### src/rtl/traffic_ctrl_timed_if.sv
// ============================================================================
// Module      : traffic_ctrl_timed_if
// Description : Sensor/button inputs and lamp/status outputs of the timed
//               two-road traffic-light controller.
// Revision    : 1.0 - initial release
// ============================================================================
`default_nettype none

interface traffic_ctrl_timed_if;
  logic       tick;
  logic       Ta;
  logic       Tb;
  logic       ped_req;
  logic       night_mode;
  logic [1:0] La;
  logic [1:0] Lb;
  logic       walk;
  logic       ped_pend;
  logic [2:0] phase;

  modport master (
    output tick, Ta, Tb, ped_req, night_mode,
    input  La, Lb, walk, ped_pend, phase
  );

  modport slave (
    input  tick, Ta, Tb, ped_req, night_mode,
    output La, Lb, walk, ped_pend, phase
  );
endinterface

`default_nettype wire

### src/rtl/traffic_ctrl_timed.sv
// ============================================================================
// Module      : traffic_ctrl_timed
// Description : Tick-timed A/B traffic-light controller with pedestrian walk
//               phase and night flashing mode; Moore outputs, registered.
// Revision    : 1.0 - initial release
// ============================================================================
`default_nettype none

module traffic_ctrl_timed #(
  parameter int CNT_W     = 8,
  parameter int MIN_GREEN = 4,
  parameter int MAX_GREEN = 8,
  parameter int YELLOW_T  = 2,
  parameter int ALLRED_T  = 1,
  parameter int WALK_T    = 3
) (
  input  logic                 clk,
  input  logic                 reset,
  traffic_ctrl_timed_if.slave  bus
);

  typedef enum logic [2:0] {
    S_AG    = 3'd0,
    S_AY    = 3'd1,
    S_ARB   = 3'd2,
    S_BG    = 3'd3,
    S_BY    = 3'd4,
    S_ARA   = 3'd5,
    S_WALK  = 3'd6,
    S_FLASH = 3'd7
  } state_e;

  localparam logic [1:0] LAMP_GREEN  = 2'b00;
  localparam logic [1:0] LAMP_YELLOW = 2'b01;
  localparam logic [1:0] LAMP_RED    = 2'b10;
  localparam logic [1:0] LAMP_OFF    = 2'b11;

  // Durations widened by one bit so timer+1 never wraps before comparison.
  localparam logic [CNT_W:0]   ONE_N   = (CNT_W+1)'(1);
  localparam logic [CNT_W:0]   MIN_N   = (CNT_W+1)'(MIN_GREEN);
  localparam logic [CNT_W:0]   MAX_N   = (CNT_W+1)'(MAX_GREEN);
  localparam logic [CNT_W:0]   YEL_N   = (CNT_W+1)'(YELLOW_T);
  localparam logic [CNT_W:0]   AR_N    = (CNT_W+1)'(ALLRED_T);
  localparam logic [CNT_W:0]   WALK_N  = (CNT_W+1)'(WALK_T);
  localparam logic [CNT_W-1:0] TMR_MAX = '1;
  localparam logic [CNT_W-1:0] TMR_ONE = CNT_W'(1);

  state_e           state_q, state_d;
  logic [CNT_W-1:0] timer_q, timer_d;
  logic             blink_q, blink_d;
  logic             ped_pend_q, ped_pend_d;
  logic [1:0]       la_q, la_d;
  logic [1:0]       lb_q, lb_d;
  logic             walk_q, walk_d;
  logic [CNT_W:0]   n;

  always_comb begin
    state_d = state_q;
    n       = {1'b0, timer_q} + ONE_N;

    case (state_q)
      S_AG:    if (bus.tick && ((n >= MIN_N && (!bus.Ta || bus.night_mode)) ||
                                (n >= MAX_N && bus.Tb)))
                 state_d = S_AY;
      S_AY:    if (bus.tick && n == YEL_N) state_d = S_ARB;
      S_ARB:   if (bus.tick && n == AR_N)
                 state_d = bus.night_mode ? S_FLASH : S_BG;
      S_BG:    if (bus.tick && ((n >= MIN_N && (!bus.Tb || bus.night_mode)) ||
                                (n >= MAX_N && bus.Ta)))
                 state_d = S_BY;
      S_BY:    if (bus.tick && n == YEL_N) state_d = S_ARA;
      S_ARA:   if (bus.tick && n == AR_N) begin
                 if (bus.night_mode)  state_d = S_FLASH;
                 else if (ped_pend_q) state_d = S_WALK;
                 else                 state_d = S_AG;
               end
      S_WALK:  if (bus.tick && n == WALK_N) state_d = S_AG;
      S_FLASH: if (bus.tick && !bus.night_mode) state_d = S_ARA;
      default: state_d = S_ARA;
    endcase

    if (state_d != state_q)                  timer_d = '0;
    else if (bus.tick && timer_q != TMR_MAX) timer_d = timer_q + TMR_ONE;
    else                                     timer_d = timer_q;

    if (state_d != state_q)                  blink_d = 1'b0;
    else if (bus.tick && state_q == S_FLASH) blink_d = ~blink_q;
    else                                     blink_d = blink_q;

    // Entering WALK serves the request and swallows a same-cycle press.
    if (state_d == S_WALK && state_q != S_WALK) ped_pend_d = 1'b0;
    else                                        ped_pend_d = ped_pend_q | bus.ped_req;

    la_d   = LAMP_RED;
    lb_d   = LAMP_RED;
    walk_d = 1'b0;
    case (state_d)
      S_AG:    la_d = LAMP_GREEN;
      S_AY:    la_d = LAMP_YELLOW;
      S_BG:    lb_d = LAMP_GREEN;
      S_BY:    lb_d = LAMP_YELLOW;
      S_WALK:  walk_d = 1'b1;
      S_FLASH: begin
        if (blink_d) begin
          la_d = LAMP_OFF;
          lb_d = LAMP_OFF;
        end else begin
          la_d = LAMP_YELLOW;
        end
      end
      default: ;
    endcase
  end

  always_ff @(posedge clk) begin
    if (reset) begin
      state_q    <= S_ARA;
      timer_q    <= '0;
      blink_q    <= 1'b0;
      ped_pend_q <= 1'b0;
      la_q       <= LAMP_RED;
      lb_q       <= LAMP_RED;
      walk_q     <= 1'b0;
    end else begin
      state_q    <= state_d;
      timer_q    <= timer_d;
      blink_q    <= blink_d;
      ped_pend_q <= ped_pend_d;
      la_q       <= la_d;
      lb_q       <= lb_d;
      walk_q     <= walk_d;
    end
  end

  assign bus.La       = la_q;
  assign bus.Lb       = lb_q;
  assign bus.walk     = walk_q;
  assign bus.ped_pend = ped_pend_q;
  assign bus.phase    = state_q;

endmodule

`default_nettype wire

### src/flat_wrapper.sv
// flat-port wrapper written by rule: the top's interface ports become plain ports
module traffic_ctrl_timed_flat 
#(
  parameter int CNT_W     = 8,
  parameter int MIN_GREEN = 4,
  parameter int MAX_GREEN = 8,
  parameter int YELLOW_T  = 2,
  parameter int ALLRED_T  = 1,
  parameter int WALK_T    = 3
)
  (clk, reset, bus_tick, bus_Ta, bus_Tb, bus_ped_req, bus_night_mode, bus_La, bus_Lb, bus_walk, bus_ped_pend, bus_phase);
  traffic_ctrl_timed_if bus_i ();
  input  logic clk;
  input  logic reset;
  input wire logic [$bits(bus_i.tick)-1:0] bus_tick;
  input wire logic [$bits(bus_i.Ta)-1:0] bus_Ta;
  input wire logic [$bits(bus_i.Tb)-1:0] bus_Tb;
  input wire logic [$bits(bus_i.ped_req)-1:0] bus_ped_req;
  input wire logic [$bits(bus_i.night_mode)-1:0] bus_night_mode;
  output wire logic [$bits(bus_i.La)-1:0] bus_La;
  output wire logic [$bits(bus_i.Lb)-1:0] bus_Lb;
  output wire logic [$bits(bus_i.walk)-1:0] bus_walk;
  output wire logic [$bits(bus_i.ped_pend)-1:0] bus_ped_pend;
  output wire logic [$bits(bus_i.phase)-1:0] bus_phase;
  assign bus_i.tick = bus_tick;
  assign bus_i.Ta = bus_Ta;
  assign bus_i.Tb = bus_Tb;
  assign bus_i.ped_req = bus_ped_req;
  assign bus_i.night_mode = bus_night_mode;
  assign bus_La = bus_i.La;
  assign bus_Lb = bus_i.Lb;
  assign bus_walk = bus_i.walk;
  assign bus_ped_pend = bus_i.ped_pend;
  assign bus_phase = bus_i.phase;
  traffic_ctrl_timed #(.CNT_W(CNT_W), .MIN_GREEN(MIN_GREEN), .MAX_GREEN(MAX_GREEN), .YELLOW_T(YELLOW_T), .ALLRED_T(ALLRED_T), .WALK_T(WALK_T)) u_core (.clk(clk), .reset(reset), .bus(bus_i));
endmodule
### config.mk
export PLATFORM = sky130hd
export DESIGN_NAME = traffic_ctrl_timed_flat
export DESIGN_NICKNAME = d
export VERILOG_FILES = /design/src/rtl/traffic_ctrl_timed_if.sv /design/src/rtl/traffic_ctrl_timed.sv /design/src/flat_wrapper.sv
export SDC_FILE = /design/constraint.sdc
export NUM_CORES = 1
export LEC_CHECK = 0
export ABC_AREA = 1
export BUFFER_PORTS_ARGS = -buffer_cell sky130_fd_sc_hd__buf_2
export CORE_ASPECT_RATIO = 1.25
export CORE_UTILIZATION = 55
export DETAILED_ROUTE_END_ITERATION = 7
export PLACE_DENSITY = 0.88
export SETUP_SLACK_MARGIN = 0.5
export SYNTH_ARGS = -nofsm -noshare
export SYNTH_HDL_FRONTEND = slang
export SYNTH_SLANG_ARGS = --single-unit
### constraint.sdc
create_clock -name clk -period 2.6 [get_ports clk]
set_clock_uncertainty 0.05 [all_clocks]
set_input_delay 0.26 -clock clk [delete_from_list [all_inputs] [get_ports clk]]
set_output_delay 0.26 -clock clk [all_outputs]
set_load 0.03 [all_outputs]
* Yosys cells after proc, flatten, opt, wreduce, memory -nomap -nowiden
Cells that the tools add are included.
Widths: inputs -> output; s select.
** Storage, ports and cells
- Register bits :: 18
- Input port bits :: 7
- Output and inout port bits :: 9
- Word-level logic and storage cells :: 74
** Cells by class
- $add $sub $neg :: 2
- Order comparisons :: 2
- Eq/ne operators :: 18
- Muxes and demuxes :: 19
- Bitwise logic cells :: 2
- Reductions and logical operators :: 24
** Operator list (count)
- $mux 3 :: 11
- $pmux 3 s8 :: 1
- $eq 3x3->1 const B :: 7
- $eq 9x2->1 const B :: 2
- $logic_and 1x1->1 :: 13
- $pmux 2 s3 :: 2
- $add 8x1->9 const B :: 1
- $eq 3x2->1 const B :: 3
- $eq 9x1->1 const B :: 1
- $ge 9x3->1 const B :: 1
- $ge 9x4->1 const B :: 1
- $add 8x1->8 const B :: 1
- $ne 8x8->1 const B :: 1
- $eq 3x1->1 const B :: 2
- $logic_not 3->1 :: 2
- $logic_or 1x1->1 :: 4
- $mux 1 :: 4
- $reduce_or 2->1 :: 2
- $logic_not 1->1 :: 3
- $ne 3x3->1 :: 1
- $ne 3x3->1 const B :: 1
- $mux 2 :: 1
- $not 1->1 :: 1
- $or 1x1->1 :: 1

* Logic depth before layout (Yosys ltp)
Gate-level depths: netlist (run 1).
- Depth after elaboration :: 11
- Gate-level depth with buffers :: 19
- Mapped depth without buffers :: 19

* Worst setup path before layout (run 1)
No wires, ideal clock.
- Path kind :: register -> register
- Start point :: reg u_core.timer_q[0]
- End point :: reg u_core.timer_q[6]
- Library setup time :: 66 ps
- Data arrival time :: 2030 ps
- Data required time :: 2484 ps
- Path slack :: 453 ps
- Stages on the path, launching flop included :: 20
- Path buffers :: 0
- Period minus slack after synthesis :: 2147 ps
- Cell sequence :: dfxtp_1 > ha_1 > nand2_2 > nor2_4 > nand2_2 > nand2_1 > nand2_2 > nor2_4 > nand3_1 > nand2_1 > nand2_2 > nand2_2 > nand2_2 > nand3_2 > nand2_2 > nand2_1 > nand2_2 > nor2_4 > nand2_4 > a21oi_2
** Between the ends
- Longest elaborated chain between the ends :: 9
- Elaborated cells on any way between the ends :: 30
- Those cells by class :: add/sub (2); order compare (2); eq/ne (5); mux (8); reduce/logical (13)
** Ends and longest elaborated chain
- start, declared :: line traffic_ctrl_timed.sv:49 : logic [CNT_W-1:0] timer_q, timer_d;
- start signal, assigned :: line traffic_ctrl_timed.sv:126 : timer_q <= timer_d;
- $add 8x1->9 :: line traffic_ctrl_timed.sv:59 : n = {1'b0, timer_q} + ONE_N;
- $ge 9x3->1 or $ge 9x4->1 (tied branches)
- $logic_and 1x1->1, on equally long branches
- $logic_or 1x1->1, on equally long branches :: line traffic_ctrl_timed.sv:68, traffic_ctrl_timed.sv:62
- $logic_and 1x1->1, on equally long branches :: line traffic_ctrl_timed.sv:68, traffic_ctrl_timed.sv:62
- $mux 3, on equally long branches :: line traffic_ctrl_timed.sv:68, traffic_ctrl_timed.sv:62
- $pmux 3 s8 :: line traffic_ctrl_timed.sv:61 : case (state_q)
- $ne 3x3->1 :: line traffic_ctrl_timed.sv:82 : if (state_d != state_q) timer_d = '0;
- $reduce_or 2->1 (no source line)
Several ways; a longest one is shown, not always the timed one.
A chain may end at the register's enable or synchronous reset.

* Worst setup path in the final report (run 1)
- Start point :: reg u_core.timer_q[1]
- End point :: reg u_core.lb_q[0], in the netlist u_core.bus.Lb[0]
** Between the ends
- Longest elaborated chain between the ends :: 11
- Elaborated cells on any way between the ends :: 32
- Those cells by class :: add/sub (1); order compare (2); eq/ne (7); mux (11); reduce/logical (11)
** Ends and longest elaborated chain
- $add 8x1->9 * :: line traffic_ctrl_timed.sv:59
- $ge 9x3->1 or $ge 9x4->1 (tied branches)
- $logic_and 1x1->1, on equally long branches
- $logic_or 1x1->1, on equally long branches :: line traffic_ctrl_timed.sv:68, traffic_ctrl_timed.sv:62
- $logic_and 1x1->1, on equally long branches :: line traffic_ctrl_timed.sv:68, traffic_ctrl_timed.sv:62
- $mux 3, on equally long branches :: line traffic_ctrl_timed.sv:68, traffic_ctrl_timed.sv:62
- $pmux 3 s8 * :: line traffic_ctrl_timed.sv:61
- $ne 3x3->1 :: line traffic_ctrl_timed.sv:86 : if (state_d != state_q) blink_d = 1'b0;
- $mux 1 :: line traffic_ctrl_timed.sv:86
- $mux 1 :: line traffic_ctrl_timed.sv:104 : if (blink_d) begin
- $pmux 2 s3 * :: line traffic_ctrl_timed.sv:97 : case (state_d)
- end signal, assigned :: line traffic_ctrl_timed.sv:130 : lb_q <= lb_d;
- end, declared :: line traffic_ctrl_timed.sv:53 : logic [1:0] lb_q, lb_d;
Every way passes the cells marked *; elsewhere a longest branch is shown, timed or not.

==> results of run 1 <==
## flip-flops by register name, summed over array words and instances (netlist names)
| register | cells |
|---|---|
| u_core.timer_q | 8 |
| u_core.bus.phase | 3 |
| u_core.blink_q | 1 |
| u_core.bus.Lb | 2 |
| u_core.bus.walk | 1 |
| u_core.bus.ped_pend | 1 |
| u_core.bus.La | 2 |
## final cells by class
cell class,instances,area (µm²)
Tap cell,31,38.8
Multi-Input combinational cell,163,1050
Sequential cell,18,372
Clock buffer,4,36.3
Inverter,30,118
Timing Repair Buffer,26,169
Fill cell,157,475
## timing repair
action / in CTS / in global routing
pin swaps: 19 / 23
buffers inserted: 7 / 3
gates cloned: 1 / 0
gates resized for setup: 37 / 14
setup endpoints to repair: 15 / 17
## metal layers
metal	GRT usage, %	vias up	part of all wire [%]	routed length [µm]
met5	0	-	0	0
met4	15.1	0	3.1	129
met3	3.74	13	4.4	183
met2	55.2	53	56	2310
met1	32.1	716	36	1500
li1	-	735	-	-
## logic make-up after synthesis
group	Yosys count	share of synthesized area (%)
simple gates	139	52.2
xor+xnor	2	1.29
fa+ha+maj	4	3.67
buf+inv	32	9.37
flops	18	26.4
compound gates	17	7.07
## power by group through the flow
stage          sequential (W)  combinational, W  clock (W)
2_1_floorplan        0.000506          0.000767          0
3_3_place_gp         0.000425           0.00104          0
3_5_place_dp         0.000427           0.00105          0
4_1_cts              0.000425           0.00143   0.000194
5_1_grt              0.000441           0.00178   0.000199
6_report             0.000432           0.00168   0.000193
## worst paths after layout
path | start | to | slack, ps | cells past startpoint
worst max-delay path | u_core.timer_q[1] | u_core.bus.Lb[0] | 190 | 17
worst min-delay path | bus_ped_req | u_core.bus.ped_pend | 100 | 3
worst max register to register | u_core.timer_q[1] | u_core.bus.Lb[0] | 190 | 17
worst min register to register | u_core.timer_q[6] | u_core.timer_q[6] | 490 | 2
## synth_stat cells (2+ instances only)
master,instances,area share [%]
dfxtp_1,18,26
ha_1,4,3.7
nand3_2,2,1.5
o21ai_0,7,2.6
nor2_4,5,4.1
nand3_1,21,7.7
nand4_1,4,1.8
inv_2,3,0.83
a21oi_1,5,1.8
nor2_2,12,5.5
o21bai_1,2,1.1
nor3_1,9,3.3
nand2_2,14,6.4
xor2_1,2,1.3
nand2_1,55,15
inv_1,27,7.4
nor2_1,13,3.6
## metrics by stage
step | hold WS (ps) | cell area [µm²] | cells
finish | 102 | 1780 | 272
detailed placement | 422 | 1470 | 257
global route | 115 | 1780 | 272
floorplan | 279 | 1370 | 212
global placement | 417 | 1470 | 257
CTS | 99.6 | 1710 | 269
## tightest hold or removal path: stages
cell and delay (ps):
buf_2 70, o211ai_1 70, inv_1 50
==> metrics.md, run 1 <==
| Metric | Value |
|---|---|
| Outcome | `complete, no violations` |
| Row count | `19` |
| Post-Syn Area | `~0.0014 mm²` |
| Synth Net Count | `roughly 220` |
| ANT nets after route | `0` |
| Initial antenna violation count | `0` |
| Fmax | `roughly 410 MHz` |
| Sequential area share after synthesis | `26.4%` |
| Post-Route Setup TNS | `0 ps` |
| Nets | `between 200 and 300` |
| Post-layout min period | `~2400 ps` |
| Worst setup path class | `flop to flop` |
| Worst slew pin tran | `slightly above 500 ps` |
| Worst-Skew Late Latency | `between 300 and 400 ps` |
| CP top delay family | `simple AND/OR/NAND/NOR gates` |
| Inserted Diodes | `0` |
| Crit. End Element | `flop` |
| WP data arrival | `between 2000 and 3000 ps` |
| Largest net degree at the start of global routing | `15` |
| Vias per Instance | `roughly 5.6` |
| Die Wd | `approximately 47 µm` |
| Switching part of the total | `between 50% and 60%` |
| 1st-iter DRT viols | `just under 80` |
| Fin. Hold Viols | `0` |
| Crit path cell chain | `ha_4, nand2_4, nor2_4, nand2_2, nand2_2, nand2_4, nor2_4, nand3_2, nor2_1, nor2_1, nor2_2, nand3_4, nand3_1, nand2_2, nor2_4, nand2_2, a21oi_2` |
| First-pass GRT wire length | `5970 µm` |
| Initial DRT Pass Iterations | `4` |
| Yosys reg bits | `18` |
| Crit-path slowest cell | `dfxtp_4` |
| Die H | `57.7 µm` |
| Relative slew slack | `66.1%` |
| Req. time, crit path | `between 2000 and 3000 ps` |
| Logic pwr share | `around 73%` |
| Hold WC Path Type | `input pin to flop` |
| Post-synth ARST share | `0%` |
| Syn. warnings | `0` |
| Drt total wl | `4120 µm` |
| Worst VDD drop | `around 1100 µV` |
| Synthesized instance count | `about 210` |
| Unrepaired setup endpoints after global routing | `true` |
| Setup Viol. Count Final | `0` |
| Clock share of power | `~8.4%` |
| Total number of vias | `~1,500` |
| Total global routing overflow | `0` |
| P&R area growth vs syn | `30.9%` |
| Max stage delay on crit path | `approximately 390 ps` |
| Commonest non-fill, non-tap cell in the layout | `nand2_1` |
| Initial Utilization | `about three fifths` |
| Buffers and inverters on the worst path | `0` |
| Root Buffer | `clkbuf_4` |
| Synthesized area per cell | `6.43 µm²` |
| Slew Limit Fails | `0` |
| Number of synthesized flops with an enable pin | `0` |
| Most frequent cells in the layout | `nand2_1 (45), inv_1 (26), nand2_2 (19), buf_2 (15)` |
| CTS Sinks | `18` |
| Clock slew at reported path FFs | `~130 ps` |
| Core ar. | `between 0.002 and 0.0025 mm²` |
| Startpoint types | `flop` |
| Sw power | `about 0.0013 W` |
| Remaining DRCs | `0` |
| Final HPWL DP | `2240 µm` |
| Setup WS post-layout | `189 ps` |
| H-tree depth | `1` |
| Critical Path Most Common Cell | `nand2_2` |
| Fin crit share | `between 90 and 100%` |
| Maximum clock path buffer count | `2` |
| Top_reg_cell synth | `dfxtp_1` |
| Avg WL per Cell | `roughly 15 µm` |
| Total track usage | `a little over 30%` |
| MaxCap Viol Count | `0` |
| Synth unique cells | `26` |
| Power Density | `1290 mW/mm²` |
| Fin util | `78.9%` |
| Buffers added on ports | `15` |
| GP Congestion | `a little over 0.9` |
| Reg power frac | `between 10% and 20%` |
| Power, Total | `around 0.0023 W` |
| Internal power | `0.00105 W` |
| LEAKAGE | `0.848 nW` |
| Vias in the first global route | `1,417` |
| Num CTS Buffers | `3` |
| CP Max Fanout | `4` |
| Layout cells sized above 1 | `about 43%` |
| Pre-CTS WS | `about 260 ps` |
| CTS tree | `yes` |
| Hold buffer count at cts | `0` |
| Die area | `roughly 0.0027 mm²` |
| # IOs | `16` |
No activity file was read; power rests on OpenSTA's default activity.
==> run 2, diff against run 1 <==
Settings changed: CELL_PAD_IN_SITES_DETAIL_PLACEMENT set to 1, CELL_PAD_IN_SITES_GLOBAL_PLACEMENT set to 1, CORE_UTILIZATION 55 to 40, PLACE_DENSITY 0.88 to 0.9.
==> run 2 against run 1 <==
  * Clock power is 25% higher
  * Setup slack worse by 82 ps
  * Global-route usage decreased by 2.3 points
  * Wire length rose by 13%
  * Via count rose by 0.99%
  * Worst hold slack improved by 61 ps
  * Largest power group unchanged
==> metrics.md, run 2 (synthesis gave the netlist of run 1 again) <==
| Metric | Value |
|---|---|
| Largest net degree at the start of global routing | `15 (unchanged)` |
| ANT nets after route | `0 (unchanged)` |
| Power, Total | `0.00221 W (-4.0%)` |
| Total global routing overflow | `0 (unchanged)` |
| Initial DRT Pass Iterations | `4 (unchanged)` |
| Slew Limit Fails | `0 (unchanged)` |
| Post-layout min period | `2490 ps (+82.4 ps)` |
| WHS | `163 ps (+61.1 ps)` |
| Buffers added on ports | `15 (unchanged)` |
| WP data arrival | `2640 ps (+30 ps)` |
| Die area | `0.00365 mm² (+36%)` |
| Hold WC Path Type | `input pin to flop` |
| Clock slew at reported path FFs | `70 ps (-60 ps)` |
| Vias in the first global route | `1,569 (+11%)` |
| MaxCap Viol Count | `0 (unchanged)` |
| Worst-Skew Late Latency | `260 ps (-70 ps)` |
| Setup Viol. Count Final | `0 (unchanged)` |
| Relative slew slack | `65.7% (-0.43 points)` |
| Final HPWL DP | `2890 µm (+29%)` |
| Remaining DRCs | `0 (unchanged)` |
| CTS Sinks | `18 (unchanged)` |
| Layout cells sized above 1 | `42.4% (-0.77 points)` |
| Power Density | `1230 mW/mm² (-4.8%)` |
| Worst slew pin tran | `511 ps (+6.42 ps)` |
| # IOs | `16 (unchanged)` |
| Fin util | `55.8% (-23 points)` |
| Unrepaired setup endpoints after global routing | `true` |
| Inserted Diodes | `0 (unchanged)` |
| Worst Hold Path Cells | `2 (-1)` |
| H-tree depth | `1 (unchanged)` |
| Final instance area | `0.00180 mm² (+0.84%)` |
| Startpoint types | `flop` |
| Maximum clock path buffer count | `2 (unchanged)` |
| Req. time, crit path | `2750 ps (-50 ps)` |
| Initial Utilization | `42.3% (-18 points)` |
| Commonest non-fill, non-tap cell in the layout | `nand2_1` |
| Biggest register | `u_core.timer_q` |
| First-pass GRT wire length | `7220 µm (+21%)` |
| GP Congestion | `0.871 (-5.6%)` |
| Avg WL per Cell | `16.7 µm (+10%)` |
| Root Buffer | `clkbuf_8` |
| Worst VDD drop | `872 µV (-22%)` |
| Fmax | `401 MHz (-3.3%)` |
| Total number of vias | `1,532 (+0.99%)` |
| Initial antenna violation count | `0 (unchanged)` |
| Die Wd | `54.2 µm (+17%)` |
| Total track usage | `28.0% (-2.3 points)` |
| Fin crit share | `95.9% (+3.2 points)` |
| Worst Reg2Reg Path Length in Cells | `17 (unchanged)` |
| LEAKAGE | `0.870 nW (+2.5%)` |
| Post-Route Setup TNS | `0 ps (unchanged)` |
| Most frequent cells in the layout | `nand2_1 (47), inv_1 (27), nand2_2 (18), buf_2 (15), nand3_1 (14)` |
| Core ar. | `0.00322 mm² (+43%)` |
| 1st-iter DRT viols | `38 (-51%)` |
| Worst setup path class | `flop to flop` |
| Outcome | `complete, no violations` |
| Die H | `67.3 µm (+17%)` |
| CP Max Fanout | `5 (+1)` |
| Nets | `255 (+0.79%)` |
| Drt total wl | `4680 µm (+13%)` |
| Num CTS Buffers | `3 (unchanged)` |
| Crit. End Element | `flop` |
| Row count | `23 (+4)` |
| CTS tree | `yes` |
| P&R area growth vs syn | `32.0%` |
| Max FFs per register | `8 (unchanged)` |
| Placed cell area | `0.00148 mm² (+0.51%)` |
| Vias per Instance | `5.47 (-1.9%)` |
| Fin. Hold Viols | `0 (unchanged)` |
[run 2: changes by cell type in the layout (fill, tap and decap cells not counted), moves of 2 or more]
| cell | delta |
|---|---|
| inv_4 | -2 |
| nor2_4 | +2 |
| nand3_4 | -2 |
| clkbuf_8 | +3 |
| nand3_2 | +2 |
| nand2_1 | +2 |
| nor2_2 | -2 |
| o21ai_0 | +2 |
| clkbuf_4 | -3 |
[run 2: final cells by class]
| type | count | area, µm² |
|---|---|---|
| tap | 37 | 46.3 |
| timing repair buffer | 28 | 188 |
| multi-input combinational | 163 | 1030 |
| inverter | 30 | 113 |
| fill | 424 | 1430 |
| clock buffer | 4 | 55.1 |
| sequential | 18 | 369 |
[run 2: worst max-delay path, stage by stage (launching register included)]
cell and delay [ps]:
dfxtp_2 340, buf_6 130, buf_4 140, inv_1 120, ha_1 190, nand3_1 120
nor2_2 180, nand3_1 100, nand2_1 100, nand2_1 70, nand2_1 80, nand3_2 120
buf_6 140, nand3_2 50, nand2_2 60, nor2_4 200, nand2_4 120, a21oi_2 120
[run 2: report_power, final]
group / internal, W / switching, W
registers: 0.000360 / 0.0000708
logic: 0.000544 / 0.000997
clock network: 0.000135 / 0.000106
[run 2: path summary, 6_finish.rpt]
check,start,end,slack (ps)
setup reg to reg,u_core.timer_q[1],u_core.timer_q[6],110
hold reg to reg,u_core.timer_q[6],u_core.timer_q[6],470
hold / removal,reset,u_core.bus.La[0],160
setup / recovery,u_core.timer_q[1],u_core.timer_q[6],110
[run 2: what timing repair did]
item | CTS | global route
pin swaps | 22 | 14
gates resized for setup | 29 | 13
cloned | 1 | 0
setup endpoints to repair | 16 | 17
setup buffers | 8 | 4
hold buffers | 0 | 0
[run 2: metrics by stage]
stage                     setup slack (ps)  cells
after CTS                              237    276
after global routing                  8.35    280
after global placement                 272    263
final                                  106    280
after floorplan                        511    212
after detailed placement               189    263
[run 2: routing by layer]
layer,vias to the layer above,wire length (µm),global-route usage (%)
met5,-,0,0
met4,0,142,14.4
met3,17,123,4.50
met2,40,2590,52.9
met1,741,1830,27.9
li1,734,-,-
